<file path="src/rtl/cache_pkg.sv">
// Shared definitions for the data-cache refill path: default geometry,
// set/tag width helpers and the refill FSM state encoding.
package cache_pkg;

  localparam int NUM_SET_DEFAULT = 8;

  // Number of index bits needed for a given number of cache sets.
  function automatic int set_w(input int num_set);
    return $clog2(num_set);
  endfunction

  // Tag width: 30 word-address bits minus the index bits.
  function automatic int tag_w(input int num_set);
    return 30 - $clog2(num_set);
  endfunction

  typedef enum logic [2:0] {
    IDLE    = 3'd0,
    RD_REQ  = 3'd1,
    RD_WAIT = 3'd2,
    FILL    = 3'd3,
    WR_REQ  = 3'd4
  } refill_state_t;

endpackage

</file>
<file path="src/rtl/cache_refill_ctrl_if.sv">
// Bundle of the Memory-stage, memory-request and cache-fill signals seen by
// the refill controller.
//
// Handshake: a request transfers on a rising clk edge where both
// mem_req_valid and mem_req_ready are high. Once valid is raised the
// controller keeps we/addr/wdata unchanged and valid high until that
// transfer; valid never drops without ready. mem_rsp_valid has no ready:
// the controller takes the word in the single cycle it is high.
interface cache_refill_ctrl_if #(
  parameter int NUM_SET = cache_pkg::NUM_SET_DEFAULT
);
  import cache_pkg::*;

  localparam int SET_W = set_w(NUM_SET);
  localparam int TAG_W = tag_w(NUM_SET);

  // Memory stage / cache lookup
  logic              MemReadM;
  logic              MemWriteM;
  logic [31:0]       ALUResultM;
  logic [31:0]       WriteDataM;
  logic              Hit;
  logic              StallM;
  // Request channel to data memory
  logic              mem_req_valid;
  logic              mem_req_ready;
  logic              mem_req_we;
  logic [31:0]       mem_req_addr;
  logic [31:0]       mem_req_wdata;
  // Read response from data memory
  logic              mem_rsp_valid;
  logic [31:0]       mem_rsp_data;
  // Fill port into the cache
  logic              fill_en;
  logic [SET_W-1:0]  fill_set;
  logic [TAG_W-1:0]  fill_tag;
  logic [31:0]       fill_data;

  // Controller side
  modport master (
    input  MemReadM, MemWriteM, ALUResultM, WriteDataM, Hit,
    input  mem_req_ready, mem_rsp_valid, mem_rsp_data,
    output StallM,
    output mem_req_valid, mem_req_we, mem_req_addr, mem_req_wdata,
    output fill_en, fill_set, fill_tag, fill_data
  );

  // Pipeline / memory / cache side
  modport slave (
    output MemReadM, MemWriteM, ALUResultM, WriteDataM, Hit,
    output mem_req_ready, mem_rsp_valid, mem_rsp_data,
    input  StallM,
    input  mem_req_valid, mem_req_we, mem_req_addr, mem_req_wdata,
    input  fill_en, fill_set, fill_tag, fill_data
  );

endinterface

</file>
<file path="src/rtl/cache_refill_ctrl_stats.sv">
// Hit/miss counters for the refill controller. Present only when
// CACHE_REFILL_STATS_EN is defined.
`ifdef CACHE_REFILL_STATS_EN
module cache_stats (
  input  logic        clk,
  input  logic        rst,
  input  logic        hit_evt,   // IDLE with a load that hits
  input  logic        miss_evt,  // IDLE -> RD_REQ transition
  input  logic        fill_evt,  // controller is in FILL
  output logic [31:0] hit_count,
  output logic [31:0] miss_count
);

  logic refilled_q;

  // Flag the cycle after FILL: the replayed load hits then but was a miss.
  always_ff @(posedge clk) begin
    if (rst) refilled_q <= 1'b0;
    else     refilled_q <= fill_evt;
  end

  // Wrapping event counters.
  always_ff @(posedge clk) begin
    if (rst) begin
      hit_count  <= 32'd0;
      miss_count <= 32'd0;
    end else begin
      if (hit_evt && !refilled_q) hit_count  <= hit_count + 32'd1;
      if (miss_evt)               miss_count <= miss_count + 32'd1;
    end
  end

endmodule
`endif

</file>
<file path="src/rtl/cache_refill_ctrl.sv">
// Miss-handling / write-through controller between the direct-mapped data
// cache and data memory. Stalls the pipeline on a read miss or a store,
// fetches missing words and installs them through the fill port, and
// forwards every store to memory.
// Optional feature macro: CACHE_REFILL_STATS_EN adds hit_count/miss_count.
module cache_refill_ctrl
  import cache_pkg::*;
#(
  parameter int NUM_SET = NUM_SET_DEFAULT
) (
  input  logic                  clk,
  input  logic                  rst,
  cache_refill_ctrl_if.master   bus,
  output refill_state_t         state_dbg
`ifdef CACHE_REFILL_STATS_EN
  ,
  output logic [31:0]           hit_count,
  output logic [31:0]           miss_count
`endif
);

  localparam int SET_W = set_w(NUM_SET);

  refill_state_t state_q, state_d;

  logic [29:0] addr_q;     // captured word address (byte address bits 31:2)
  logic [31:0] wdata_q;    // captured store data
  logic [31:0] rdata_q;    // word returned by memory
  logic        wr_start;
  logic        rd_start;
  logic        unused_offset_bits;

  // Stores win over loads when both are flagged in the same cycle.
  assign wr_start = bus.MemWriteM;
  assign rd_start = !bus.MemWriteM && bus.MemReadM && !bus.Hit;

  // Word access only: the byte offset is dropped.
  assign unused_offset_bits = ^bus.ALUResultM[1:0];

  // State register.
  always_ff @(posedge clk) begin
    if (rst) state_q <= IDLE;
    else     state_q <= state_d;
  end

  // Next-state logic.
  always_comb begin
    state_d = state_q;
    case (state_q)
      IDLE: begin
        if (wr_start)      state_d = WR_REQ;
        else if (rd_start) state_d = RD_REQ;
      end
      WR_REQ:  if (bus.mem_req_ready) state_d = IDLE;
      RD_REQ:  if (bus.mem_req_ready) state_d = RD_WAIT;
      RD_WAIT: if (bus.mem_rsp_valid) state_d = FILL;
      FILL:    state_d = IDLE;
      default: state_d = IDLE;
    endcase
  end

  // Capture request fields when leaving IDLE and the read word in RD_WAIT;
  // the request outputs come straight from these so they stay stable.
  always_ff @(posedge clk) begin
    if (rst) begin
      addr_q  <= 30'd0;
      wdata_q <= 32'd0;
      rdata_q <= 32'd0;
    end else begin
      if (state_q == IDLE && (wr_start || rd_start)) addr_q <= bus.ALUResultM[31:2];
      if (state_q == IDLE && wr_start)               wdata_q <= bus.WriteDataM;
      if (state_q == RD_WAIT && bus.mem_rsp_valid)   rdata_q <= bus.mem_rsp_data;
    end
  end

  // Per-state outputs: stall, request strobe/direction and fill strobe.
  always_comb begin
    bus.StallM        = 1'b0;
    bus.mem_req_valid = 1'b0;
    bus.mem_req_we    = 1'b0;
    bus.fill_en       = 1'b0;
    case (state_q)
      IDLE: begin
        bus.StallM = bus.MemWriteM || (bus.MemReadM && !bus.Hit);
      end
      WR_REQ: begin
        bus.mem_req_valid = 1'b1;
        bus.mem_req_we    = 1'b1;
        // The store retires on the edge memory accepts it.
        bus.StallM        = !bus.mem_req_ready;
      end
      RD_REQ: begin
        bus.mem_req_valid = 1'b1;
        bus.StallM        = 1'b1;
      end
      RD_WAIT: begin
        bus.StallM = 1'b1;
      end
      FILL: begin
        bus.fill_en = 1'b1;
        bus.StallM  = 1'b1;
      end
      default: begin
        bus.StallM = 1'b1;
      end
    endcase
  end

  assign bus.mem_req_addr  = {addr_q, 2'b00};
  assign bus.mem_req_wdata = wdata_q;
  assign bus.fill_set      = addr_q[SET_W-1:0];
  assign bus.fill_tag      = addr_q[29:SET_W];
  assign bus.fill_data     = rdata_q;
  assign state_dbg         = state_q;

`ifdef CACHE_REFILL_STATS_EN
  cache_stats u_stats (
    .clk        (clk),
    .rst        (rst),
    .hit_evt    (state_q == IDLE && bus.MemReadM && bus.Hit),
    .miss_evt   (state_q == IDLE && rd_start),
    .fill_evt   (state_q == FILL),
    .hit_count  (hit_count),
    .miss_count (miss_count)
  );
`endif

endmodule

</file>
<file path="src/flat_wrapper.sv">
// flat-port wrapper written by rule: the top's interface ports become plain ports
module cache_refill_ctrl_flat import cache_pkg::*;
#(
  parameter int NUM_SET = NUM_SET_DEFAULT
)
  (clk, rst, state_dbg, bus_MemReadM, bus_MemWriteM, bus_ALUResultM, bus_WriteDataM, bus_Hit, bus_mem_req_ready, bus_mem_rsp_valid, bus_mem_rsp_data, bus_StallM, bus_mem_req_valid, bus_mem_req_we, bus_mem_req_addr, bus_mem_req_wdata, bus_fill_en, bus_fill_set, bus_fill_tag, bus_fill_data);
  cache_refill_ctrl_if #(.NUM_SET(NUM_SET)) bus_i ();
  input  logic clk;
  input  logic rst;
  output refill_state_t state_dbg;
  input wire logic [$bits(bus_i.MemReadM)-1:0] bus_MemReadM;
  input wire logic [$bits(bus_i.MemWriteM)-1:0] bus_MemWriteM;
  input wire logic [$bits(bus_i.ALUResultM)-1:0] bus_ALUResultM;
  input wire logic [$bits(bus_i.WriteDataM)-1:0] bus_WriteDataM;
  input wire logic [$bits(bus_i.Hit)-1:0] bus_Hit;
  input wire logic [$bits(bus_i.mem_req_ready)-1:0] bus_mem_req_ready;
  input wire logic [$bits(bus_i.mem_rsp_valid)-1:0] bus_mem_rsp_valid;
  input wire logic [$bits(bus_i.mem_rsp_data)-1:0] bus_mem_rsp_data;
  output wire logic [$bits(bus_i.StallM)-1:0] bus_StallM;
  output wire logic [$bits(bus_i.mem_req_valid)-1:0] bus_mem_req_valid;
  output wire logic [$bits(bus_i.mem_req_we)-1:0] bus_mem_req_we;
  output wire logic [$bits(bus_i.mem_req_addr)-1:0] bus_mem_req_addr;
  output wire logic [$bits(bus_i.mem_req_wdata)-1:0] bus_mem_req_wdata;
  output wire logic [$bits(bus_i.fill_en)-1:0] bus_fill_en;
  output wire logic [$bits(bus_i.fill_set)-1:0] bus_fill_set;
  output wire logic [$bits(bus_i.fill_tag)-1:0] bus_fill_tag;
  output wire logic [$bits(bus_i.fill_data)-1:0] bus_fill_data;
  assign bus_i.MemReadM = bus_MemReadM;
  assign bus_i.MemWriteM = bus_MemWriteM;
  assign bus_i.ALUResultM = bus_ALUResultM;
  assign bus_i.WriteDataM = bus_WriteDataM;
  assign bus_i.Hit = bus_Hit;
  assign bus_i.mem_req_ready = bus_mem_req_ready;
  assign bus_i.mem_rsp_valid = bus_mem_rsp_valid;
  assign bus_i.mem_rsp_data = bus_mem_rsp_data;
  assign bus_StallM = bus_i.StallM;
  assign bus_mem_req_valid = bus_i.mem_req_valid;
  assign bus_mem_req_we = bus_i.mem_req_we;
  assign bus_mem_req_addr = bus_i.mem_req_addr;
  assign bus_mem_req_wdata = bus_i.mem_req_wdata;
  assign bus_fill_en = bus_i.fill_en;
  assign bus_fill_set = bus_i.fill_set;
  assign bus_fill_tag = bus_i.fill_tag;
  assign bus_fill_data = bus_i.fill_data;
  cache_refill_ctrl #(.NUM_SET(NUM_SET)) u_core (.clk(clk), .rst(rst), .bus(bus_i), .state_dbg(state_dbg));
endmodule
</file>
<file path="config.mk">
export PLATFORM = sky130hd
export DESIGN_NAME = cache_refill_ctrl_flat
export DESIGN_NICKNAME = d
export VERILOG_FILES = /design/src/rtl/cache_pkg.sv /design/src/rtl/cache_refill_ctrl_if.sv /design/src/rtl/cache_refill_ctrl_stats.sv /design/src/rtl/cache_refill_ctrl.sv /design/src/flat_wrapper.sv
export SDC_FILE = /design/constraint.sdc
export NUM_CORES = 1
export LEC_CHECK = 0
export ABC_AREA = 1
export BUFFER_PORTS_ARGS = -buffer_cell sky130_fd_sc_hd__buf_2
export CORE_MARGIN = 3
export CORE_UTILIZATION = 43
export DETAILED_ROUTE_END_ITERATION = 8
export PLACE_DENSITY = 0.82
export SYNTH_ARGS = -nofsm -noshare
export SYNTH_HDL_FRONTEND = slang
export SYNTH_SLANG_ARGS = --single-unit
</file>
<file path="constraint.sdc">
create_clock -name clk -period 1.4 [get_ports clk]
set_input_delay 0 -clock clk [delete_from_list [all_inputs] [get_ports clk]]
set_output_delay 0 -clock clk [all_outputs]
set_load 0.1 [all_outputs]
</file>
==> results of run 1 <==
repair_timing:
item | 4_1_cts | 5_1_grt
pin swaps | 2 | 4
buffers inserted | 7 | 4
hold buffers | 95 | 0
setup endpoints to repair | 1 | 68
endpoints found under the hold margin | 95 | 0
cloned | 1 | 2
resized for setup | 7 | 34
metal layers:
layer	part of all wire, %	wire length [um]	vias to the layer above
met4	3.1	447	2
met5	0.063	9	-
met1	35	4966	2031
met3	9.5	1355	44
li1	-	-	2123
met2	53	7529	234
cell usage in the layout (no fill, tap or decap), drive strengths merged:
cell	count
nand3b	1
inv	39
dlygate4sd3	95
clkinvlp	2
conb	2
clkbuf	14
a21oi	67
diode	2
clkinv	4
nand2	46
o21ai	63
dfxtp	97
bufinv	1
nor2	68
buf	251
nand3	36
path summary, 6_finish.rpt:
path | end | slack [ns] | depth (start not counted)
worst max-delay path | bus_StallM | -0.03 | 7
worst max register to register | u_core.addr_q[23] | 0 | 8
worst min register to register | u_core.bus.fill_data[26] | 0.44 | 2
worst min-delay path | u_core.state_dbg[2] | 0.14 | 3
cell type report:
type / instances / area (um2) / share of cell area, %
repair buffers: 349 / 2440 / 38.45
flip-flops and latches: 97 / 1953 / 30.78
multi-input cells: 283 / 1436 / 22.63
inverters: 41 / 175.2 / 2.760
clock buffers: 11 / 141.4 / 2.228
well taps: 105 / 131.4 / 2.070
clock inverters: 5 / 63.81 / 1.006
diodes: 2 / 5.005 / 0.07886
state kept, by name (all words and copies together) (netlist names):
signal	flops
u_core.bus.fill_data	32
u_core.bus.mem_req_wdata	32
u_core.state_dbg	3
u_core.addr_q	30
worst reg2reg max path, cell delays in order (launching register included):
cell and delay, ns:
dfxtp_4 0.36, nor2_4 0.14, nand2_4 0.08, inv_6 0.08, nand2_8 0.05, buf_12 0.12
buf_4 0.20, o21ai_2 0.16, nor2_1 0.09
through the flow:
| stage | cells | instance area (um2) | util [%] | setup WS, ns | hold WS [ns] |
|---|---|---|---|---|---|
| after detailed placement | 766 | 4895 | 58.11 | 0.04990 | 0.2457 |
| after CTS | 885 | 6167 | 73.22 | -0.04689 | 0.1408 |
| after global routing | 891 | 6341 | 75.28 | -0.09586 | 0.1358 |
| after floorplan | 485 | 3882 | - | -0.3131 | 0.1488 |
| after global placement | 766 | 4895 | 58.11 | 0.1238 | 0.2377 |
| final | 893 | 6346 | 75.34 | -0.02556 | 0.1385 |
cell families (layout without fill, tap and decap cells):
logic type	count (synthesis)	after routing	share of synthesized area, %
compound gates	130	130	17.04
buf+inv	105	406	15.24
simple gates	151	151	16.78
other cells	1	4	0.09820
flops	97	97	50.85
==> impl_metrics.csv, run 1 <==
group,metric,value,unit
yosys,syn-cell-area,3819,um2
setup_path,r2r-start,"u_core.state_dbg[1]",
setup_path,crit_chain,"nor2_4 > nand2_4 > inv_6 > nand2_8 > buf_12 > nand3_4 > buf_12",
setup_path,crit_slowest_cell,"dfxtp_4",
yosys,synth_seq_cells,97,
clock_network,clockBufferDepth,2,
drt,vias,4434,
cells_and_area,syn_to_final_growth,66.19,%
drt,routed_wl,14310,um
sta,fin_crit_sh,101.8,%
yosys,async_flop_share,0,%
sta,rsz0062_at_grt,"true",
yosys,yosys_warnings,0,
drt,wire_per_inst,16.02,um
clock_network,cts_buffers,9,
worst_hold_path,min_from,"bus_MemWriteM",
die,io_pins,236,
setup_path,path_class,"reg2out",
setup_path,critPathLaunch,"u_core.state_dbg[1]",
drt,drcViolationCount,0,
yosys,synth.distinct_cells,22,
global_routing,antenna_found_initial,1,
clock_network,cts.sinks,97,
sta,fin_skew,0.01622,ns
cells_and_area,fill_cells,579,
die,core,8423,um2
drt,vias_per_cell,4.965,
setup_path,cpMostUsedCell,"buf_12",
global_routing,grt_pass1_wl,21270,um
clock_network,root_buffer,"clkbuf_8",
cells_and_area,final_nets,884,
global_routing,grt-ovfl-total,0,
sta,tightest_slew,0.5279,ns
global_routing,busiest_layer,"met2",
setup_path,crit_family,"buffers and inverters",
clock_network,clk_latency,0.35,ns
clock_network,htreeDepth,3,
yosys,synth_edf_count,0,
yosys,synth.avg_cell_area,7.890,um2
setup_path,endpoint_kind,"output port",
placement,globalplace.congestion,0.7766,
global_routing,grt_pass1_vias,4468,
yosys,synth_top_area_cell,"dfxtp_1",
die,die_area,10050,um2
drt,final_antenna_net_count,0,
sta,layout_min_cycle_time,1.426,ns
global_routing,use_met1,27.28,%
sta,setup_viol,2,
setup_path,worstPathRequired,1.40,ns
worst_hold_path,hold_path.class,"in2reg",
sta,slew_headroom,65.05,%
drt,drtIter0Drc,174,
yosys,syn-instance-count,484,
outcome,violations,"setup timing",
setup_path,cp.arrival,1.43,ns
global_routing,grt_max_degree,65,
clock_network,tritoncts,"built",
sta,drv_slew,0,
sta,finalHoldViolCount,0,
yosys,synthTopCellsByArea,"dfxtp_1, a21oi_1, buf_4, nor2_1, o21ai_0",
placement,port_buffers,231,
outcome,status,"finished with violations",
global_routing,met3_usage,8.131,%
flow_run,maxCapViolCount,0,
yosys,synth_most_common_cell,"dfxtp_1",
cells_and_area,drive_gt1_share,38.68,%
setup_path,startpoint_type,"flop",
setup_path,slowest_delay,0.36,ns
yosys,ys_seq_area_share,50.85,%
drt,first_pass_iters,5,
die,rows,33,
die,die_x,100.2,um
clock_network,clk_pin_slew_worst_paths,0.09,ns
global_routing,grt_usage,26.33,%
sta,fin_tns_setup,-0.03011,ns
yosys,synth_ff_type,"dfxtp_1",
yosys,synth.top_cell.area_share,50.85,%
global_routing,gr-usage-met2,48.93,%
setup_path,path_buf_inv,3,
die,fp.dieH,100.2,um
sta,finalWorstSetupSlack,-0.02556,ns
setup_path,path_max_fanout,3,
placement,dp_hpwl,7859,um
yosys,synthTopCellsByCount,"dfxtp_1, a21oi_1, nor2_1, nand2_1, o21ai_0",
sta,max_freq,701.5,MHz
die,start_util,45.34,%
Power of run 1 is not shown: default switching activity piles up to over one toggle a cycle in this logic, so the estimate is an artifact.
==> run 2: changes to the inputs <==
--- a/config.mk
+++ b/config.mk
@@ -6,11 +6,11 @@
 export NUM_CORES = 1
 export LEC_CHECK = 0
 export ABC_AREA = 1
-export BUFFER_PORTS_ARGS = -buffer_cell sky130_fd_sc_hd__buf_2
-export CORE_MARGIN = 3
-export CORE_UTILIZATION = 43
+export CORE_AREA = 3 3 90 92
 export DETAILED_ROUTE_END_ITERATION = 8
-export PLACE_DENSITY = 0.82
+export DIE_AREA = 0 0 93 95
+export DONT_BUFFER_PORTS = 1
+export PLACE_DENSITY = 0.68
 export SYNTH_ARGS = -nofsm -noshare
 export SYNTH_HDL_FRONTEND = slang
 export SYNTH_SLANG_ARGS = --single-unit
==> impl_metrics.csv, run 2 (synthesized netlist as in run 1, its figures left out) <==
group,metric,value,unit
drt,drcViolationCount,0,
worst_hold_path,hold_path.class,"in2reg",
sta,setup_viol,1,
drt,vias,3973,
sta,layout_min_cycle_time,1.406,ns
drt,drtIter0Drc,207,
global_routing,grt_pass1_wl,19400,um
cells_and_area,final_cell_count_no_fill,750,
die,fp.dieH,95,um
die,io_pins,236,
placement,placed_cell_area,4875,um2
drt,wire_per_inst,17.84,um
cells_and_area,final_nets,749,
setup_path,path_class,"reg2reg",
sta,max_freq,711.3,MHz
flow_run,maxCapViolCount,0,
setup_path,r2r-end,"u_core.bus.mem_req_wdata[15]",
sta,finalWorstSetupSlack,-0.005815,ns
global_routing,grt_pass1_vias,3930,
drt,final_antenna_net_count,0,
global_routing,grt_max_degree,65,
clock_network,cts.sinks,97,
clock_network,cts_buffers,9,
clock_network,clk_latency,0.34,ns
cells_and_area,final_common_cell,"dlygate4sd3_1",
global_routing,busiest_layer,"met2",
cells_and_area,final_cell_mix,"dlygate4sd3_1, buf_4, nor2_1, dfxtp_1, a21oi_1",
clock_network,tritoncts,"built",
setup_path,cp.arrival,1.66,ns
placement,place_inst,629,
sta,tightest_slew,1.374,ns
setup_path,worstPathRequired,1.65,ns
setup_path,rr_worst_depth,7,
die,start_util,52.37,%
setup_path,ff2ff_setup_slack,-0.006,ns
clock_network,clk_pin_slew_worst_paths,0.10,ns
cells_and_area,finish.utilization,85.64,%
setup_path,path_max_fanout,13,
setup_path,r2r-start,"u_core.state_dbg[0]",
global_routing,antenna_found_initial,0,
cells_and_area,syn_to_final_growth,63.53,%
cells_and_area,fin_area,6245,um2
setup_path,endpoint_kind,"flop",
sta,fin_crit_sh,100.4,%
clock_network,clockBufferDepth,2,
placement,dp_hpwl,7249,um
die,rows,31,
sta,fin_skew,0.01732,ns
sta,drv_slew,0,
setup_path,endpoint,"u_core.bus.mem_req_wdata[15]",
clock_network,htreeDepth,3,
sta,fin_tns_setup,-0.005815,ns
die,die_area,8835,um2
outcome,status,"finished with violations",
sta,slew_headroom,8.412,%
placement,port_buffers,0,
global_routing,grt_usage,27.95,%
global_routing,met3_usage,8.845,%
die,die_x,93,um
global_routing,grt-ovfl-total,0,
sta,finalHoldViolCount,0,
cells_and_area,drive_gt1_share,29.34,%
cells_and_area,antenna_cells,0,
die,core,7292,um2
drt,routed_wl,13380,um
clock_network,root_buffer,"clkbuf_8",
global_routing,gr-usage-met2,52.85,%
setup_path,critPathLaunch,"u_core.state_dbg[0]",
sta,rsz0062_at_grt,"true",
drt,first_pass_iters,5,
outcome,violations,"setup timing",
placement,globalplace.congestion,0.7380,
drt,vias_per_cell,5.297,
setup_path,startpoint_type,"flop",
global_routing,use_met1,27.14,%
-- run 2: cell types whose count changed in the layout (fill, tap and decap cells not counted), sizes merged --
cell          before  now
buf              251  113
inv               39   42
clkbuf            14   12
clkinv             4    2
diode              2    0
dlygate4sd3       95   97
dlymetal6s4s       0    2
bufinv             1    0
nand2             46   47
-- run 2: routing by layer --
| layer | share of wire [%] | wire length [um] | vias up |
|---|---|---|---|
| met5 | 0 | 0 | - |
| met4 | 4.6 | 610 | 0 |
| met3 | 9.1 | 1214 | 62 |
| met2 | 54 | 7158 | 241 |
| met1 | 33 | 4394 | 1814 |
| li1 | - | - | 1856 |
-- run 2: worst max-delay path, stage by stage, from the launching register on --
cell	delay, ns
dfxtp_4	0.37
nor2_4	0.16
nand2_2	0.10
inv_4	0.08
buf_12	0.14
buf_12	0.13
nand3_1	0.10
a21oi_1	0.24
-- run 2: repair_timing --
action                                  in CTS  in global routing
pin swaps                                    3                 10
resized for setup                            4                 25
gates cloned                                 0                  2
endpoints found under the hold margin       96                 33
setup buffers                                4                  1
hold buffers                                98                  1
endpoints found under the setup margin       4                 35
-- run 2: worst min-delay path by stage --
| stage | start | to | cells after the start |
|---|---|---|---|
| 3_3_place_gp | rst | u_core.state_dbg[2] | 1 |
| 2_1_floorplan | bus_ALUResultM[2] | u_core.addr_q[0] | 2 |
| 6_report | bus_mem_rsp_valid | u_core.state_dbg[1] | 4 |
| 5_1_grt | bus_mem_rsp_valid | u_core.state_dbg[1] | 4 |
| 3_5_place_dp | rst | u_core.state_dbg[2] | 1 |
| 4_1_cts | bus_mem_rsp_valid | u_core.state_dbg[1] | 4 |
-- run 2: cell type report --
cell class | instances | area [um2]
multi-input cells | 284 | 1418
flip-flops and latches | 97 | 1991
repair buffers | 213 | 2356
clock inverters | 5 | 45.04
inverters | 41 | 160.2
fillers | 379 | 1047
clock buffers | 11 | 151.4
well taps | 99 | 123.9
-- run 2: stage by stage --
stage / setup WS (ns) / hold WS [ns]
CTS: 0.006093 / 0.01475
global route: -0.07896 / 0.04470
global placement: 0.2031 / 0.06641
detailed placement: 0.1328 / 0.06494
floorplan: -0.3131 / 0.1488
finish: -0.005815 / 0.03166
Power of run 2 is left out for the same reason.
==> run 3: changes to the inputs <==
--- a/config.mk
+++ b/config.mk
@@ -6,11 +6,11 @@
 export NUM_CORES = 1
 export LEC_CHECK = 0
 export ABC_AREA = 1
-export CORE_AREA = 3 3 90 92
+export CORE_AREA = 2 2 92 94
 export DETAILED_ROUTE_END_ITERATION = 8
-export DIE_AREA = 0 0 93 95
+export DIE_AREA = 0 0 94 96
 export DONT_BUFFER_PORTS = 1
-export PLACE_DENSITY = 0.68
+export PLACE_DENSITY = 0.65
 export SYNTH_ARGS = -nofsm -noshare
 export SYNTH_HDL_FRONTEND = slang
 export SYNTH_SLANG_ARGS = --single-unit
==> impl_metrics.csv, run 3 (synthesized netlist as in run 1, its figures left out) <==
group,metric,value,unit
outcome,status,"finished, final reports clean",
die,die_x,94,um
sta,rsz0062_at_grt,"true",
die,rows,33,
worst_hold_path,hold_path.class,"in2reg",
global_routing,use_met1,25.92,%
global_routing,grt_usage,24.39,%
die,fp.dieH,96,um
clock_network,clockBufferDepth,2,
sta,drv_slew,0,
cells_and_area,antenna_cells,0,
setup_path,endpoint_kind,"output port",
setup_path,path_class,"reg2out",
drt,vias_per_cell,5.115,
flow_run,maxCapViolCount,0,
global_routing,grt_pass1_vias,3690,
cells_and_area,final_common_cell,"dlygate4sd3_1",
sta,slew_headroom,22.19,%
clock_network,tritoncts,"built",
sta,fin_skew,0.01372,ns
clock_network,htreeDepth,3,
clock_network,root_buffer,"clkbuf_8",
placement,globalplace.congestion,0.8240,
global_routing,gr-usage-met2,45.18,%
clock_network,cts_buffers,9,
placement,dp_hpwl,7119,um
global_routing,busiest_layer,"met2",
global_routing,grt_max_degree,65,
drt,vias,3898,
drt,wire_per_inst,15.94,um
clock_network,clk_pin_slew_worst_paths,0.09,ns
sta,tightest_slew,1.163,ns
drt,routed_wl,12150,um
sta,fin_crit_sh,99.63,%
drt,first_pass_iters,4,
sta,setup_viol,0,
sta,max_freq,716.9,MHz
setup_path,path_max_fanout,4,
global_routing,antenna_found_initial,0,
setup_path,startpoint_type,"flop",
cells_and_area,fin_area,6321,um2
global_routing,grt_pass1_wl,17360,um
cells_and_area,final_nets,757,
die,start_util,47.43,%
die,core,8051,um2
clock_network,clk_latency,0.34,ns
drt,drcViolationCount,0,
setup_path,cp.arrival,1.39,ns
sta,layout_min_cycle_time,1.395,ns
sta,finalHoldViolCount,0,
die,io_pins,236,
drt,drtIter0Drc,87,
global_routing,met3_usage,7.596,%
placement,placed_cell_area,4902,um2
drt,final_antenna_net_count,0,
placement,port_buffers,0,
cells_and_area,final_cell_mix,"dlygate4sd3_1, buf_4, nor2_1, a21oi_1, dfxtp_1",
global_routing,grt-ovfl-total,0,
cells_and_area,syn_to_final_growth,65.53,%
clock_network,cts.sinks,97,
cells_and_area,drive_gt1_share,29.68,%
die,die_area,9024,um2
setup_path,worstPathRequired,1.40,ns
## run 3: cell types whose count changed in the layout (fill, tap and decap cells not counted), sizes merged
cell / change
buf: +9
bufinv: +1
clkinv: +2
clkinvlp: -1
dlygate4sd3: -2
dlymetal6s4s: -1
inv: -2
## run 3: what timing repair did
| item | 4_1_cts | 5_1_grt |
|---|---|---|
| endpoints found under the hold margin | 96 | 0 |
| setup endpoints to repair | 4 | 71 |
| cloned | 0 | 4 |
| pin swaps | 3 | 2 |
| setup buffers | 7 | 4 |
| hold buffers | 97 | 0 |
| gates resized for setup | 6 | 20 |
## run 3: per-layer routing
layer / up-vias / wire [um]
met1: 1804 / 4455
met4: 0 / 380
met5: - / 0
li1: 1869 / -
met3: 39 / 849
met2: 186 / 6461
## run 3: worst max-delay path, stage by stage (launching register included)
cell and delay, ns:
dfxtp_4 0.38, nor2_4 0.13, buf_6 0.12, nand2_4 0.05, clkinvlp_4 0.09, nand2_4 0.05, nand3_4 0.06, buf_12 0.17
## run 3: cell type report
cell class              count  area [um2]
repair buffers            221        2449
flip-flops and latches     97        1991
fillers                   493        1730
multi-input cells         284        1406
inverters                  41       165.2
well taps                 105       131.4
clock buffers               9       123.9
clock inverters             5       55.05
## run 3: per-stage QoR
stage / setup TNS, ns / worst slack (ns) / instances / util (%) / hold slack, ns
2_1_floorplan: -0.6762 / -0.3131 / 485 / - / 0.1488
3_3_place_gp: 0 / 0.1073 / 636 / 60.89 / 0.06580
3_5_place_dp: 0 / 0.04551 / 636 / 60.89 / 0.06480
4_1_cts: -0.008601 / -0.005720 / 754 / 76.52 / 0.003835
5_1_grt: -0.1736 / -0.05014 / 762 / 78.51 / 0.02014
6_report: 0 / 0.005119 / 762 / 78.51 / 0.01886
## run 3: worst paths after layout
path                                          startpoint                       end  slack [ns]  depth (start not counted)
worst min register to register  u_core.bus.fill_data[23]  u_core.bus.fill_data[23]        0.45                          2
worst max-delay path                 u_core.state_dbg[0]                bus_StallM       0.005                          7
worst max register to register       u_core.state_dbg[0]         u_core.addr_q[25]        0.05                          9
worst min-delay path                   bus_mem_req_ready       u_core.state_dbg[1]        0.02                          4
Power of run 3 is left out for the same reason.
